### src/rtl/rv32i_pkg.sv
`default_nettype none
// ============================================================================
// Module      : rv32i_pkg
// Description : Shared RV32I decode definitions: opcodes, funct7 encodings,
//               ALU operation codes, ALU operand-select codes, decode-stage
//               state enum, control-bit bundle and small decode helpers.
// Revision    : 1.0 - initial release
// ============================================================================
package rv32i_pkg;

   // Major opcodes
   localparam logic [6:0] c_OPC_LUI    = 7'b0110111;
   localparam logic [6:0] c_OPC_AUIPC  = 7'b0010111;
   localparam logic [6:0] c_OPC_JAL    = 7'b1101111;
   localparam logic [6:0] c_OPC_JALR   = 7'b1100111;
   localparam logic [6:0] c_OPC_BRANCH = 7'b1100011;
   localparam logic [6:0] c_OPC_LOAD   = 7'b0000011;
   localparam logic [6:0] c_OPC_STORE  = 7'b0100011;
   localparam logic [6:0] c_OPC_OPIMM  = 7'b0010011;
   localparam logic [6:0] c_OPC_OP     = 7'b0110011;

   // funct7 encodings
   localparam logic [6:0] c_F7_BASE   = 7'b0000000;
   localparam logic [6:0] c_F7_ALT    = 7'b0100000;
   localparam logic [6:0] c_F7_MULDIV = 7'b0000001;

   // ALU operation codes
   localparam int c_ALU_NONE = 0;
   localparam int c_ALU_ADD  = 1;
   localparam int c_ALU_SUB  = 2;
   localparam int c_ALU_SLT  = 3;
   localparam int c_ALU_SLTU = 4;
   localparam int c_ALU_BEQ  = 5;
   localparam int c_ALU_BNE  = 6;
   localparam int c_ALU_BLT  = 7;
   localparam int c_ALU_BGE  = 8;
   localparam int c_ALU_BLTU = 9;
   localparam int c_ALU_BGEU = 10;
   localparam int c_ALU_AND  = 11;
   localparam int c_ALU_OR   = 12;
   localparam int c_ALU_XOR  = 13;
   localparam int c_ALU_SLL  = 14;
   localparam int c_ALU_SRL  = 15;
   localparam int c_ALU_SRA  = 16;
   localparam int c_ALU_MUL  = 17;   // MUL..REMU occupy 17..24 in funct3 order

   // ALU operand selects
   localparam int c_SRC1_RS1   = 0;
   localparam int c_SRC1_PC    = 1;
   localparam int c_SRC1_ZERO  = 2;
   localparam int c_SRC2_RS2   = 0;
   localparam int c_SRC2_IIMM  = 1;
   localparam int c_SRC2_SHAMT = 2;
   localparam int c_SRC2_SIMM  = 3;
   localparam int c_SRC2_UIMM  = 4;

   typedef enum logic [0:0] {
      ST_RUN    = 1'b0,
      ST_BUBBLE = 1'b1
   } state_t;

   typedef struct packed {
      logic jal;
      logic jalr;
      logic jumpregwrite;
      logic branch;
      logic memwrite;
      logic memenable;
      logic regwrite;
      logic memtoreg;
   } ctrl_t;

   // ALU code shared by OP and OP-IMM for the base (funct7=0) encodings
   function automatic int base_alu(input logic [2:0] f3);
      case (f3)
         3'b000:  return c_ALU_ADD;
         3'b001:  return c_ALU_SLL;
         3'b010:  return c_ALU_SLT;
         3'b011:  return c_ALU_SLTU;
         3'b100:  return c_ALU_XOR;
         3'b101:  return c_ALU_SRL;
         3'b110:  return c_ALU_OR;
         default: return c_ALU_AND;
      endcase
   endfunction

   // Formats whose rs1 field is a real source register
   function automatic logic reads_rs1(input logic [6:0] opc);
      return (opc == c_OPC_JALR)  || (opc == c_OPC_BRANCH) ||
             (opc == c_OPC_LOAD)  || (opc == c_OPC_STORE)  ||
             (opc == c_OPC_OPIMM) || (opc == c_OPC_OP);
   endfunction

   // Formats whose rs2 field is a real source register
   function automatic logic reads_rs2(input logic [6:0] opc);
      return (opc == c_OPC_OP) || (opc == c_OPC_BRANCH) || (opc == c_OPC_STORE);
   endfunction

endpackage
`default_nettype wire

### src/rtl/rv32i_decode_comb.sv
`default_nettype none
// ============================================================================
// Module      : rv32i_decode_comb
// Description : Purely combinational RV32I(M) instruction decoder.
//   ins      in   32        instruction word
//   ctrl     out  ctrl_t    control bits (jal, jalr, jumpregwrite, branch,
//                           memwrite, memenable, regwrite, memtoreg)
//   aluop    out  ALUOP_W   ALU operation code
//   alusrc1  out  SRC_W     ALU operand 1 select
//   alusrc2  out  SRC_W     ALU operand 2 select
//   rs1/rs2/rd out 5        raw register index fields
//   illegal  out  1         instruction is not a legal encoding
// Revision    : 1.0 - initial release
// ============================================================================
module rv32i_decode_comb
   import rv32i_pkg::*;
#(
   parameter int ALUOP_W = 6,
   parameter int SRC_W   = 4,
   parameter int M_EXT   = 0,
   parameter int STRICT  = 1
) (
   input  logic [31:0]        ins,
   output ctrl_t              ctrl,
   output logic [ALUOP_W-1:0] aluop,
   output logic [SRC_W-1:0]   alusrc1,
   output logic [SRC_W-1:0]   alusrc2,
   output logic [4:0]         rs1,
   output logic [4:0]         rs2,
   output logic [4:0]         rd,
   output logic               illegal
);

   logic [6:0] w_opc;
   logic [2:0] w_f3;
   logic [6:0] w_f7;
   ctrl_t      w_ctrl;
   int         w_op;
   int         w_s1;
   int         w_s2;
   logic       w_ill;

   assign w_opc = ins[6:0];
   assign w_f3  = ins[14:12];
   assign w_f7  = ins[31:25];
   assign rd    = ins[11:7];
   assign rs1   = ins[19:15];
   assign rs2   = ins[24:20];

   always_comb begin
      w_ctrl = '0;
      w_op   = c_ALU_NONE;
      w_s1   = c_SRC1_RS1;
      w_s2   = c_SRC2_RS2;
      w_ill  = 1'b0;
      case (w_opc)
         c_OPC_LUI: begin
            w_ctrl.regwrite = 1'b1;
            w_op = c_ALU_ADD;
            w_s1 = c_SRC1_ZERO;
            w_s2 = c_SRC2_UIMM;
         end
         c_OPC_AUIPC: begin
            w_ctrl.regwrite = 1'b1;
            w_op = c_ALU_ADD;
            w_s1 = c_SRC1_PC;
            w_s2 = c_SRC2_UIMM;
         end
         c_OPC_JAL: begin
            w_ctrl.jal          = 1'b1;
            w_ctrl.jumpregwrite = 1'b1;
            w_op = c_ALU_ADD;
            w_s1 = c_SRC1_PC;
         end
         c_OPC_JALR: begin
            w_ctrl.jalr         = 1'b1;
            w_ctrl.jumpregwrite = 1'b1;
            w_op = c_ALU_ADD;
            w_s2 = c_SRC2_IIMM;
            w_ill = (w_f3 != 3'b000);
         end
         c_OPC_BRANCH: begin
            w_ctrl.branch = 1'b1;
            case (w_f3)
               3'b000:  w_op = c_ALU_BEQ;
               3'b001:  w_op = c_ALU_BNE;
               3'b100:  w_op = c_ALU_BLT;
               3'b101:  w_op = c_ALU_BGE;
               3'b110:  w_op = c_ALU_BLTU;
               3'b111:  w_op = c_ALU_BGEU;
               default: w_ill = 1'b1;
            endcase
         end
         c_OPC_LOAD: begin
            w_ctrl.memenable = 1'b1;
            w_ctrl.regwrite  = 1'b1;
            w_ctrl.memtoreg  = 1'b1;
            w_op = c_ALU_ADD;
            w_s2 = c_SRC2_IIMM;
            w_ill = (w_f3 == 3'b011) || (w_f3 == 3'b110) || (w_f3 == 3'b111);
         end
         c_OPC_STORE: begin
            w_ctrl.memwrite  = 1'b1;
            w_ctrl.memenable = 1'b1;
            w_op = c_ALU_ADD;
            w_s2 = c_SRC2_SIMM;
            w_ill = (w_f3 > 3'b010);
         end
         c_OPC_OPIMM: begin
            w_ctrl.regwrite = 1'b1;
            w_op = base_alu(w_f3);
            w_s2 = c_SRC2_IIMM;
            if (w_f3 == 3'b001) begin
               w_s2 = c_SRC2_SHAMT;
               if ((STRICT != 0) && (w_f7 != c_F7_BASE)) w_ill = 1'b1;
            end
            if (w_f3 == 3'b101) begin
               w_s2 = c_SRC2_SHAMT;
               if (w_f7[5]) w_op = c_ALU_SRA;
               if ((STRICT != 0) && (w_f7 != c_F7_BASE) && (w_f7 != c_F7_ALT)) w_ill = 1'b1;
            end
         end
         c_OPC_OP: begin
            w_ctrl.regwrite = 1'b1;
            if (w_f7 == c_F7_MULDIV) begin
               if (M_EXT != 0) w_op = c_ALU_MUL + int'(w_f3);
               else            w_ill = 1'b1;
            end else begin
               w_op = base_alu(w_f3);
               if (w_f7[5] && (w_f3 == 3'b000)) w_op = c_ALU_SUB;
               if (w_f7[5] && (w_f3 == 3'b101)) w_op = c_ALU_SRA;
               if (STRICT != 0) begin
                  if (w_f7 == c_F7_ALT) begin
                     if ((w_f3 != 3'b000) && (w_f3 != 3'b101)) w_ill = 1'b1;
                  end else if (w_f7 != c_F7_BASE) begin
                     w_ill = 1'b1;
                  end
               end
            end
         end
         default: w_ill = 1'b1;
      endcase

      // Writes to x0 are architecturally discarded; suppress them here
      if (ins[11:7] == 5'd0) begin
         w_ctrl.regwrite     = 1'b0;
         w_ctrl.jumpregwrite = 1'b0;
      end

      if (w_ill) begin
         w_ctrl = '0;
         w_op   = c_ALU_NONE;
         w_s1   = c_SRC1_RS1;
         w_s2   = c_SRC2_RS2;
      end
   end

   assign ctrl    = w_ctrl;
   assign aluop   = ALUOP_W'(w_op);
   assign alusrc1 = SRC_W'(w_s1);
   assign alusrc2 = SRC_W'(w_s2);
   assign illegal = w_ill;

endmodule
`default_nettype wire

### src/rtl/rv32i_decode_stage.sv
`default_nettype none
// ============================================================================
// Module      : rv32i_decode_stage
// Description : RV32I decode pipeline stage with a one-entry output register,
//               load-use bubble insertion, flush, and an illegal counter.
//   clk, rst_n        clock, asynchronous active-low reset
//   flush             drop held/pending instruction, block accept
//   in_valid/in_ready fetch handshake; in_ins, in_pc instruction and PC
//   out_valid/out_ready execute handshake
//   out_pc, out_rs1, out_rs2, out_rd, control bits, out_aluop,
//   out_alusrc1, out_alusrc2, out_illegal   registered decoded bundle
//   illegal_cnt       saturating count of accepted illegal instructions
// Revision    : 1.0 - initial release
// ============================================================================
module rv32i_decode_stage
   import rv32i_pkg::*;
#(
   parameter int ALUOP_W = 6,
   parameter int SRC_W   = 4,
   parameter int M_EXT   = 0,
   parameter int STRICT  = 1,
   parameter int CNT_W   = 16
) (
   input  logic               clk,
   input  logic               rst_n,
   input  logic               flush,
   input  logic               in_valid,
   output logic               in_ready,
   input  logic [31:0]        in_ins,
   input  logic [31:0]        in_pc,
   output logic               out_valid,
   input  logic               out_ready,
   output logic [31:0]        out_pc,
   output logic [4:0]         out_rs1,
   output logic [4:0]         out_rs2,
   output logic [4:0]         out_rd,
   output logic               out_jal,
   output logic               out_jalr,
   output logic               out_jumpregwrite,
   output logic               out_branch,
   output logic               out_memwrite,
   output logic               out_memenable,
   output logic               out_regwrite,
   output logic               out_memtoreg,
   output logic [ALUOP_W-1:0] out_aluop,
   output logic [SRC_W-1:0]   out_alusrc1,
   output logic [SRC_W-1:0]   out_alusrc2,
   output logic               out_illegal,
   output logic [CNT_W-1:0]   illegal_cnt
);

   state_t             r_state;
   logic [31:0]        r_pend_ins;
   logic [31:0]        r_pend_pc;
   logic               r_out_valid;
   logic [31:0]        r_pc;
   logic [4:0]         r_rs1, r_rs2, r_rd;
   ctrl_t              r_ctrl;
   logic [ALUOP_W-1:0] r_aluop;
   logic [SRC_W-1:0]   r_src1, r_src2;
   logic               r_illegal;
   logic [CNT_W-1:0]   r_illegal_cnt;

   logic [31:0]        w_sel_ins, w_sel_pc;
   ctrl_t              w_ctrl;
   logic [ALUOP_W-1:0] w_aluop;
   logic [SRC_W-1:0]   w_src1, w_src2;
   logic [4:0]         w_rs1, w_rs2, w_rd;
   logic               w_illegal;
   logic               w_accept, w_load_use, w_hazard, w_load;

   // During BUBBLE the decoder works on the parked instruction
   assign w_sel_ins = (r_state == ST_BUBBLE) ? r_pend_ins : in_ins;
   assign w_sel_pc  = (r_state == ST_BUBBLE) ? r_pend_pc  : in_pc;

   rv32i_decode_comb #(
      .ALUOP_W (ALUOP_W),
      .SRC_W   (SRC_W),
      .M_EXT   (M_EXT),
      .STRICT  (STRICT)
   ) u_decode (
      .ins     (w_sel_ins),
      .ctrl    (w_ctrl),
      .aluop   (w_aluop),
      .alusrc1 (w_src1),
      .alusrc2 (w_src2),
      .rs1     (w_rs1),
      .rs2     (w_rs2),
      .rd      (w_rd),
      .illegal (w_illegal)
   );

   assign in_ready = !flush && (r_state == ST_RUN) && (!r_out_valid || out_ready);
   assign w_accept = in_valid && in_ready;

   // Held legal load leaving this cycle whose rd feeds the incoming instruction
   assign w_load_use = r_out_valid && out_ready && r_ctrl.memtoreg && (r_rd != 5'd0) &&
                       ((reads_rs1(in_ins[6:0]) && (in_ins[19:15] == r_rd)) ||
                        (reads_rs2(in_ins[6:0]) && (in_ins[24:20] == r_rd)));
   assign w_hazard = w_accept && w_load_use;
   assign w_load   = !flush && ((r_state == ST_BUBBLE) || (w_accept && !w_hazard));

   always_ff @(posedge clk or negedge rst_n) begin
      if (!rst_n) begin
         r_state       <= ST_RUN;
         r_out_valid   <= 1'b0;
         r_pend_ins    <= '0;
         r_pend_pc     <= '0;
         r_illegal_cnt <= '0;
      end else begin
         if (flush) begin
            r_state     <= ST_RUN;
            r_out_valid <= 1'b0;
            r_pend_ins  <= '0;
            r_pend_pc   <= '0;
         end else if (r_state == ST_BUBBLE) begin
            r_state     <= ST_RUN;
            r_out_valid <= 1'b1;
            r_pend_ins  <= '0;
            r_pend_pc   <= '0;
         end else if (w_hazard) begin
            r_state     <= ST_BUBBLE;
            r_out_valid <= 1'b0;
            r_pend_ins  <= in_ins;
            r_pend_pc   <= in_pc;
         end else if (w_accept) begin
            r_out_valid <= 1'b1;
         end else if (out_ready) begin
            r_out_valid <= 1'b0;
         end

         if (w_accept && w_illegal && (r_illegal_cnt != '1)) begin
            r_illegal_cnt <= r_illegal_cnt + 1'b1;
         end
      end
   end

   always_ff @(posedge clk or negedge rst_n) begin
      if (!rst_n) begin
         r_pc      <= '0;
         r_rs1     <= '0;
         r_rs2     <= '0;
         r_rd      <= '0;
         r_ctrl    <= '0;
         r_aluop   <= '0;
         r_src1    <= '0;
         r_src2    <= '0;
         r_illegal <= 1'b0;
      end else if (w_load) begin
         r_pc      <= w_sel_pc;
         r_rs1     <= w_rs1;
         r_rs2     <= w_rs2;
         r_rd      <= w_rd;
         r_ctrl    <= w_ctrl;
         r_aluop   <= w_aluop;
         r_src1    <= w_src1;
         r_src2    <= w_src2;
         r_illegal <= w_illegal;
      end
   end

   assign out_valid        = r_out_valid;
   assign out_pc           = r_pc;
   assign out_rs1          = r_rs1;
   assign out_rs2          = r_rs2;
   assign out_rd           = r_rd;
   assign out_jal          = r_ctrl.jal;
   assign out_jalr         = r_ctrl.jalr;
   assign out_jumpregwrite = r_ctrl.jumpregwrite;
   assign out_branch       = r_ctrl.branch;
   assign out_memwrite     = r_ctrl.memwrite;
   assign out_memenable    = r_ctrl.memenable;
   assign out_regwrite     = r_ctrl.regwrite;
   assign out_memtoreg     = r_ctrl.memtoreg;
   assign out_aluop        = r_aluop;
   assign out_alusrc1      = r_src1;
   assign out_alusrc2      = r_src2;
   assign out_illegal      = r_illegal;
   assign illegal_cnt      = r_illegal_cnt;

endmodule
`default_nettype wire

### config.mk
export PLATFORM = sky130hd
export DESIGN_NAME = rv32i_decode_stage
export DESIGN_NICKNAME = d
export VERILOG_FILES = /design/src/rtl/rv32i_pkg.sv /design/src/rtl/rv32i_decode_comb.sv /design/src/rtl/rv32i_decode_stage.sv
export SDC_FILE = /design/constraint.sdc
export NUM_CORES = 1
export LEC_CHECK = 0
export CAP_MARGIN = 25
export CORE_MARGIN = 2
export CORE_UTILIZATION = 55
export CTS_BUF_LIST = sky130_fd_sc_hd__clkbuf_4 sky130_fd_sc_hd__clkbuf_8 sky130_fd_sc_hd__clkbuf_16
export DETAILED_ROUTE_END_ITERATION = 8
export MAX_ROUTING_LAYER = met4
export PLACE_DENSITY = 0.87
export SLEW_MARGIN = 20
export SYNTH_ARGS = -nofsm -noshare
export SYNTH_HDL_FRONTEND = slang
export SYNTH_SLANG_ARGS = --single-unit
### constraint.sdc
create_clock -name clk -period 4.95 [get_ports clk]
set_input_delay 0.99 -clock clk [delete_from_list [all_inputs] [get_ports clk]]
set_output_delay 0.99 -clock clk [all_outputs]
set_load 0.05 [all_outputs]
==> summary.txt, run 1 <==
Placed design
  – Placed cell areas: 8860 um^2
  – I/O Buffers: 152
  – Setup WS pre-CTS: 999 ps
  – Dpl hpwl: 12.3 mm
  – Placed cells: 1044
  – Routability congestion estimate: 0.911

Cells and area
  – Fin area: 9420 um^2
  – N_diodes: 0
  – Nets@finish: 961
  – Area Growth Syn to Fin: 29.8%
  – Final core utilization: 73.7%
  – Final Non-Filler Cells: 1075
  – Fill count: 880
  – Fraction of layout cells with a size suffix above 1: 6.98%

Worst hold path
  – Hold Crit Class: reg -> reg
  – Worst Hold Depth: 1

Drt
  – Post-DRT Antenna Nets: 0
  – Routed vias: 6215
  – # DRC: 0
  – Wirelength, routed: 18.8 mm
  – WL per Instance: 17.5 um
  – DR vias/cell: 5.78
  – Drt first pass iters: 5
  – DR iter-0 viols: 509

Clocking
  – Number of buffers created by CTS: 17
  – CTS Sinks: 148
  – CTS tree: yes
  – Postcts setup bufs: 0
  – Post-CTS Hold Fix Bufs: 0
  – CTS Buffer Depth: 2
  – Clock transition at path regs: 50 ps
  – Root buffer cell: clkbuf_16
  – Worst skew pair latency: 420 ps
  – H-Tree Depth: 4
  – PostCTS Resize Cnt: 0

Die
  – Row Count: 41
  – Die height: 119 um
  – Die area: 14100 um^2
  – Die Width: 119 um
  – Starting Density: 56.8%
  – Std-Cell Core Area: 12800 um^2
  – # IOs: 157

Worst setup path
  – Max stage delay on crit path: 840 ps
  – CP most frequent cell: clkdlybuf4s50_1
  – Critical Path Source Type: input pin
  – Critical path data required time: 3960 ps
  – Cells on worst reg2reg path: 6
  – Worst setup EP type: primary output
  – Worst path cell trace: clkdlybuf4s50_1 -> nand2b_1 -> and2_1 -> clkdlybuf4s50_1
  – WS Path Type: in -> out
  – Critical path peak fanout: 3
  – CP max-delay cell: clkdlybuf4s50_1
  – Worst EP arrival: 2690 ps

Global routing
  – Overflow after GRT: 0
  – First-pass GRT wire length: 31.1 mm
  – Vias in the first global route: 6144
  – Initial antenna violation count: 0
  – Largest net degree at the start of global routing: 76
  – GRT Resource Usage Total: 28.4%

Timing
  – Max-slew violation count: 0
  – Period utilization: 74.3%
  – Slew HR: 33.5%
  – Setup TNS: 0 ps
  – Hold Vio Cnt, Final: 0
  – Hold Slack: 485 ps
  – Clock skew: 9.13 ps
  – Final WS setup: 1270 ps
  – Max Freq: 272 MHz
  – Worst-margin pin slew: 997 ps
  – Crit path time final: 3680 ps
  – Final Setup Violations: 0
  – RSZ-0062 raised after global routing: false

Synth
  – Most numerous cell in the Yosys netlist: o21ai_0
  – Async set-or-reset flop fraction in the synthesized netlist: 100%
  – Cells after Synth: 762
  – Synth top cells by count: o21ai_0, nand2_1, dfrtp_1, mux2i_1, clkbuf_1
  – Number of synthesized flops with an enable pin: 0
  – Distinct cells, synth: 63
  – Netlist area before placement: 7260 um^2
  – Ys flop type: dfrtp_1
  – Dominant cells by area after synthesis: dfrtp_1, o21ai_0, nand2_1, mux2i_1, xnor2_1
  – Avg Cell Area, Syn: 9.52 um^2
  – Yosys top cell area share: 51.0%
  – Synthesis Warnings: 0
  – Synth area leader: dfrtp_1
  – Yosys reg bits: 148
  – Sequential area share after synthesis: 51.0%

Power
  – Lkg Pwr: 3.74 nW
  – Post-layout power: 3.41 mW
  – Maximum vdd drop: 298 uV
  – PD cells: 362 nW/um^2

Run
  – Max-cap violations: 0

Outcome
  – Status: finished clean
==> flip-flops by register name, indices dropped and copies added, names as in the netlist, 2 cells and up <==
name and cells:
r_pend_pc 32, out_rs2 5, out_alusrc2 3, out_alusrc1 2
out_aluop 5, out_rs1 5, out_rd 5, r_pend_ins 32
illegal_cnt 16, out_pc 32
==> cell families (layout without fill, tap and decap cells) <==
group | count (synthesis) | after routing | share of synthesized area (%)
flip-flops | 148 | 148 | 51.0
other | 1 | 4 | 0.0517
XOR/XNOR | 28 | 28 | 3.38
multiplexers | 58 | 58 | 8.45
AO/OA/AOI/OAI | 225 | 225 | 18.0
AND/OR/NAND/NOR | 238 | 238 | 14.9
adder cells (fa/ha/maj) | 2 | 2 | 0.310
buffers and inverters | 62 | 200 | 3.88
==> cell usage in the layout, fill, tap and decap left out, drive strengths merged, types with 8 or more instances in the layout <==
cell | netlist | layout
nand4 | 9 | 9
buf | 18 | 12
nand2 | 150 | 150
nand2b | 8 | 8
xnor2 | 23 | 23
clkbuf | 37 | 21
nand3 | 11 | 11
mux2i | 52 | 52
o21ai | 166 | 166
a21oi | 8 | 8
nor3 | 8 | 8
clkdlybuf4s50 | 0 | 150
dfrtp | 148 | 148
nor2 | 18 | 18
==> where the power goes <==
group / leakage (nW) / switching [mW] / internal, mW
Combinational: 1.48 / 0.536 / 0.281
Sequential: 1.98 / 0.0851 / 1.30
Clock: 0.275 / 0.485 / 0.720
Total: 3.74 / 1.11 / 2.30
==> per-layer routing <==
layer	share of wire, %	track usage, %
met5	0	-
met4	1.8	9.67
met3	6.6	6.85
met2	48	43.3
met1	44	37.6
==> final timing paths <==
check | slack, ps | end | startpoint
setup / recovery | 1270 | in_ready | out_ready
hold / removal | 480 | out_aluop[2] | out_aluop[2]
setup reg to reg | 1450 | illegal_cnt[1] | r_state
hold reg to reg | 480 | out_aluop[2] | out_aluop[2]
max in group asynchronous | 3360 | r_pend_pc[21] | rst_n
min in group asynchronous | 570 | illegal_cnt[5] | rst_n
==> critical path, delay by kind of cell <==
kind          cells  cell delay, ps
buf+inv           2            1310
simple gates      2             380
==> area by class of cell <==
| cell class | instances | area, um^2 | share of cell area [%] |
|---|---|---|---|
| Sequential cell | 148 | 3710 | 39.4 |
| Multi-Input combinational cell | 555 | 3310 | 35.2 |
| Timing Repair Buffer | 162 | 1610 | 17.0 |
| Clock buffer | 21 | 468 | 4.97 |
| Tap cell | 172 | 215 | 2.29 |
| Clock inverter | 10 | 83.8 | 0.890 |
| Inverter | 7 | 26.3 | 0.279 |
(Power assumes the default switching activity.)
==> inputs of run 2 (changes only) <==
Settings changed: CORE_UTILIZATION 55 to 51, PLACE_DENSITY 0.87 to 0.81.
Clock period 4.95 ns to 3.8 ns, I/O delays scaled along.
==> summary.txt, run 2 (synthesis gave the netlist of run 1 again) <==
Clocking
  – Postcts setup bufs: 0
  – PostCTS Resize Cnt: 0
  – CTS Sinks: 148
  – Root buffer cell: clkbuf_16
  – Worst skew pair latency: 420 ps
  – Post-CTS Hold Fix Bufs: 0
  – H-Tree Depth: 4
  – Clock transition at path regs: 60 ps
  – CTS tree: yes
  – CTS Buffer Depth: 2
  – Number of buffers created by CTS: 17

Worst setup path
  – CP delay by family, top: compound AO/OA/AOI/OAI gates
  – Cells on worst reg2reg path: 6
  – Critical path data required time: 4100 ps
  – Crit. Startpoint: r_state
  – Critical path peak fanout: 48
  – Max stage delay on crit path: 830 ps
  – Worst setup EP type: flop
  – Worst EP arrival: 3470 ps
  – CP bufs+invs: 0
  – Worst path cell trace: or3b_1 -> a22oi_1 -> nand4_1 -> o211a_1 -> a31oi_4 -> mux2_2
  – Critical Path Source Type: flop
  – Reg-to-reg critical path endpoint: illegal_cnt[1]
  – CP max-delay cell: dfrtp_4
  – Reg2Reg Launch Point: r_state
  – Flop-to-flop setup slack: 640 ps
  – WS Path Type: reg -> reg

Cells and area
  – Nets@finish: 967
  – Area Growth Syn to Fin: 32.6%
  – N_diodes: 0
  – Most frequent cells in the layout: o21ai_0, nand2_1, clkdlybuf4s50_1, dfrtp_1, mux2i_1
  – Commonest non-fill, non-tap cell in the layout: o21ai_0
  – Fraction of layout cells with a size suffix above 1: 7.70%

Drt
  – Drt first pass iters: 5
  – DR vias/cell: 5.74
  – Post-DRT Antenna Nets: 0
  – # DRC: 0
  – WL per Instance: 17.3 um
  – DR iter-0 viols: 463
  – Wirelength, routed: 18.8 mm
  – Routed vias: 6255

Die
  – Die height: 123 um
  – Starting Density: 52.3%
  – Row Count: 43
  – Die Width: 123 um
  – Std-Cell Core Area: 13900 um^2
  – Die area: 15200 um^2
  – # IOs: 157

Global routing
  – GRT Resource Usage Total: 27.0%
  – First-pass GRT wire length: 30.8 mm
  – Overflow after GRT: 0
  – Largest net degree at the start of global routing: 85
  – Initial antenna violation count: 0
  – Vias in the first global route: 6019

Timing
  – Max Freq: 316 MHz
  – Final Setup Violations: 0
  – RSZ-0062 raised after global routing: false
  – Worst-margin pin slew: 783 ps
  – Final WS setup: 638 ps
  – Setup TNS: 0 ps
  – Clock skew: 8.04 ps
  – Crit path time final: 3160 ps
  – Hold Vio Cnt, Final: 0
  – Slew HR: 47.8%
  – Max-slew violation count: 0
  – Period utilization: 83.2%

Run
  – Max-cap violations: 0

Worst hold path
  – Hold Crit Class: in -> async

Power
  – PD cells: 487 nW/um^2
  – Post-layout power: 4.69 mW
  – Lkg Pwr: 3.83 nW
  – Maximum vdd drop: 291 uV

Placed design
  – Routability congestion estimate: 0.919
  – Dpl hpwl: 12.4 mm
  – Setup WS pre-CTS: 265 ps
  – I/O Buffers: 152

Outcome
  – Status: finished clean
[run 2: worst reg2reg max path: stages (launching register included)]
cell and delay [ps]:
dfrtp_4 830, or3b_1 440, a22oi_1 410, nand4_1 200, o211a_1 310, a31oi_4 460
mux2_2 400
[run 2: layout make-up]
class / instances / area (um^2)
fillers: 1071 / 4260
clock buffers: 23 / 495
inverters: 7 / 26.3
flip-flops and latches: 148 / 3710
clock inverters: 8 / 148
repair buffers: 168 / 1710
multi-input cells: 555 / 3310
well taps: 180 / 225
[run 2: routing by layer]
layer / share of wire [%] / track usage, % / vias to the layer above
li1: - / - / 2949
met1: 43 / 35.8 / 3029
met2: 48 / 40.8 / 241
met3: 6.4 / 5.95 / 36
met4: 2.2 / 10.4 / 0
met5: 0 / - / -
[run 2: worst max path at each step]
stage               slack [ps]         endpoint  depth (start not counted)
floorplan                 1030  illegal_cnt[13]                          9
global placement           300   illegal_cnt[1]                          7
detailed placement         270   illegal_cnt[1]                          7
CTS                        700   illegal_cnt[1]                          6
global route               460   illegal_cnt[1]                          6
finish                     640   illegal_cnt[1]                          6
[run 2: stage by stage]
step	hold WS, ps	std cells	util, %	instance area, um^2
2_1_floorplan	464	765	-	7270
3_3_place_gp	478	1058	64.7	8980
3_5_place_dp	476	1058	64.7	8980
4_1_cts	413	1089	69.3	9620
5_1_grt	442	1089	69.3	9620
6_report	365	1089	69.3	9620
[run 2: report_power, final]
part / leakage (nW) / internal, mW / switching, mW
clock: 0.320 / 1.18 / 0.633
combinational: 1.53 / 0.373 / 0.700
sequential: 1.98 / 1.70 / 0.106
==> inputs of run 3 (changes only) <==
Settings changed: CORE_UTILIZATION 51 to 46, PLACE_DENSITY 0.81 to 0.77.
Clock period 3.8 ns to 2.65 ns, I/O delays scaled along.
==> summary.txt, run 3 (synthesis gave the netlist of run 1 again) <==
Outcome
  – Status: finished clean

Timing
  – Worst-margin pin slew: 714 ps
  – Final WS setup: 72.8 ps
  – Hold Vio Cnt, Final: 0
  – Setup TNS: 0 ps
  – Slew HR: 52.4%
  – Period utilization: 97.3%
  – Clock skew: 8.28 ps
  – RSZ-0062 raised after global routing: true
  – Max-slew violation count: 0
  – Hold Slack: 42.7 ps
  – Crit path time final: 2580 ps
  – Max Freq: 388 MHz
  – Final Setup Violations: 0

Cells and area
  – Nets@finish: 1039
  – Final core utilization: 67.1%
  – Area Growth Syn to Fin: 41.6%
  – Fin area: 10300 um^2
  – Final Non-Filler Cells: 1193
  – N_diodes: 0
  – Fraction of layout cells with a size suffix above 1: 15.5%
  – Most frequent cells in the layout: o21ai_0, nand2_1, clkdlybuf4s50_1, dfrtp_1, buf_4
  – Commonest non-fill, non-tap cell in the layout: o21ai_0

Global routing
  – Vias in the first global route: 6263
  – GRT Resource Usage Total: 24.5%
  – First-pass GRT wire length: 31.5 mm
  – Overflow after GRT: 0
  – Initial antenna violation count: 0
  – Largest net degree at the start of global routing: 65

Clocking
  – CTS tree: yes
  – H-Tree Depth: 4
  – CTS Buffer Depth: 2
  – CTS Sinks: 148
  – Post-CTS Hold Fix Bufs: 0
  – Clock transition at path regs: 60 ps
  – Root buffer cell: clkbuf_16
  – Number of buffers created by CTS: 17
  – Worst skew pair latency: 420 ps

Worst setup path
  – CP delay by family, top: compound AO/OA/AOI/OAI gates
  – Flop-to-flop setup slack: 70 ps
  – Critical Path Source Type: flop
  – Cells on worst reg2reg path: 8
  – Critical path peak fanout: 16
  – Worst EP arrival: 2880 ps
  – CP bufs+invs: 2
  – CP max-delay cell: dfrtp_4
  – Max stage delay on crit path: 480 ps
  – Worst path cell trace: buf_4 -> or3_1 -> a22oi_2 -> nand4_1 -> o211a_1 -> a31oi_4 -> buf_12 -> mux2_2
  – Reg2Reg Launch Point: r_state
  – WS Path Type: reg -> reg
  – Critical path data required time: 2950 ps
  – Reg-to-reg critical path endpoint: illegal_cnt[1]
  – Worst setup EP type: flop

Drt
  – DR iter-0 viols: 427
  – Post-DRT Antenna Nets: 0
  – WL per Instance: 16.6 um
  – Routed vias: 6525
  – Drt first pass iters: 4
  – DR vias/cell: 5.47
  – # DRC: 0
  – Wirelength, routed: 19.8 mm

Die
  – # IOs: 157
  – Std-Cell Core Area: 15300 um^2
  – Die area: 16800 um^2
  – Die height: 130 um
  – Row Count: 45
  – Die Width: 130 um
  – Starting Density: 47.4%

Placed design
  – Dpl hpwl: 13.3 mm
  – Routability congestion estimate: 0.897
  – Placed cells: 1154
  – I/O Buffers: 152
  – Setup WS pre-CTS: -422 ps
  – Placed cell areas: 9530 um^2

Power
  – Lkg Pwr: 4.19 nW
  – PD cells: 645 nW/um^2
  – Post-layout power: 6.62 mW
  – Maximum vdd drop: 456 uV

Run
  – Max-cap violations: 0

Worst hold path
  – Hold Crit Class: in -> async
[run 3: cell types whose count changed in the layout (fill, tap and decap cells not counted), sizes merged]
cell and delta:
clkinv -1, clkdlybuf4s50 -1, bufinv -2, clkinvlp +3
clkbuf +3, buf +70, dlymetal6s2s +1
[run 3: power by group]
group / switching (mW) / total [mW] / leakage, nW / internal [mW]
registers: 0.141 / 2.57 / 1.98 / 2.43
clock network: 0.908 / 2.43 / 0.295 / 1.53
logic: 1.03 / 1.61 / 1.91 / 0.586
total: 2.08 / 6.62 / 4.19 / 4.54
[run 3: how the worst max path moves through the flow]
stage,cells after the start,to,startpoint,slack [ps]
finish,8,illegal_cnt[1],r_state,70
global placement,9,out_aluop[2],in_ins[4],-370
CTS,8,illegal_cnt[1],in_ins[2],2
global route,8,illegal_cnt[1],r_state,-20
detailed placement,8,illegal_cnt[1],in_ins[2],-420
floorplan,8,out_aluop[0],out_rd[1],30
[run 3: layout make-up]
| type | count | area [um^2] |
|---|---|---|
| multi-input combinational | 555 | 3360 |
| inverter | 7 | 26.3 |
| sequential | 148 | 3710 |
| timing repair buffer | 240 | 2310 |
| fill | 1252 | 5040 |
| clock buffer | 24 | 509 |
| clock inverter | 8 | 97.6 |
| tap | 211 | 264 |
[run 3: what timing repair did]
| action | CTS | global route |
|---|---|---|
| resized for setup | 2 | 12 |
| setup buffers | 0 | 6 |
| setup endpoints to repair | 2 | 78 |
| pin swaps | 0 | 5 |
| cloned | 0 | 1 |
[run 3: layer usage]
metal	track usage (%)	wire (um)	vias up
met5	-	0	-
met4	7.08	257	0
met3	5.08	1440	28
met2	37.5	9300	242
met1	33.1	8800	3159
li1	-	-	3096
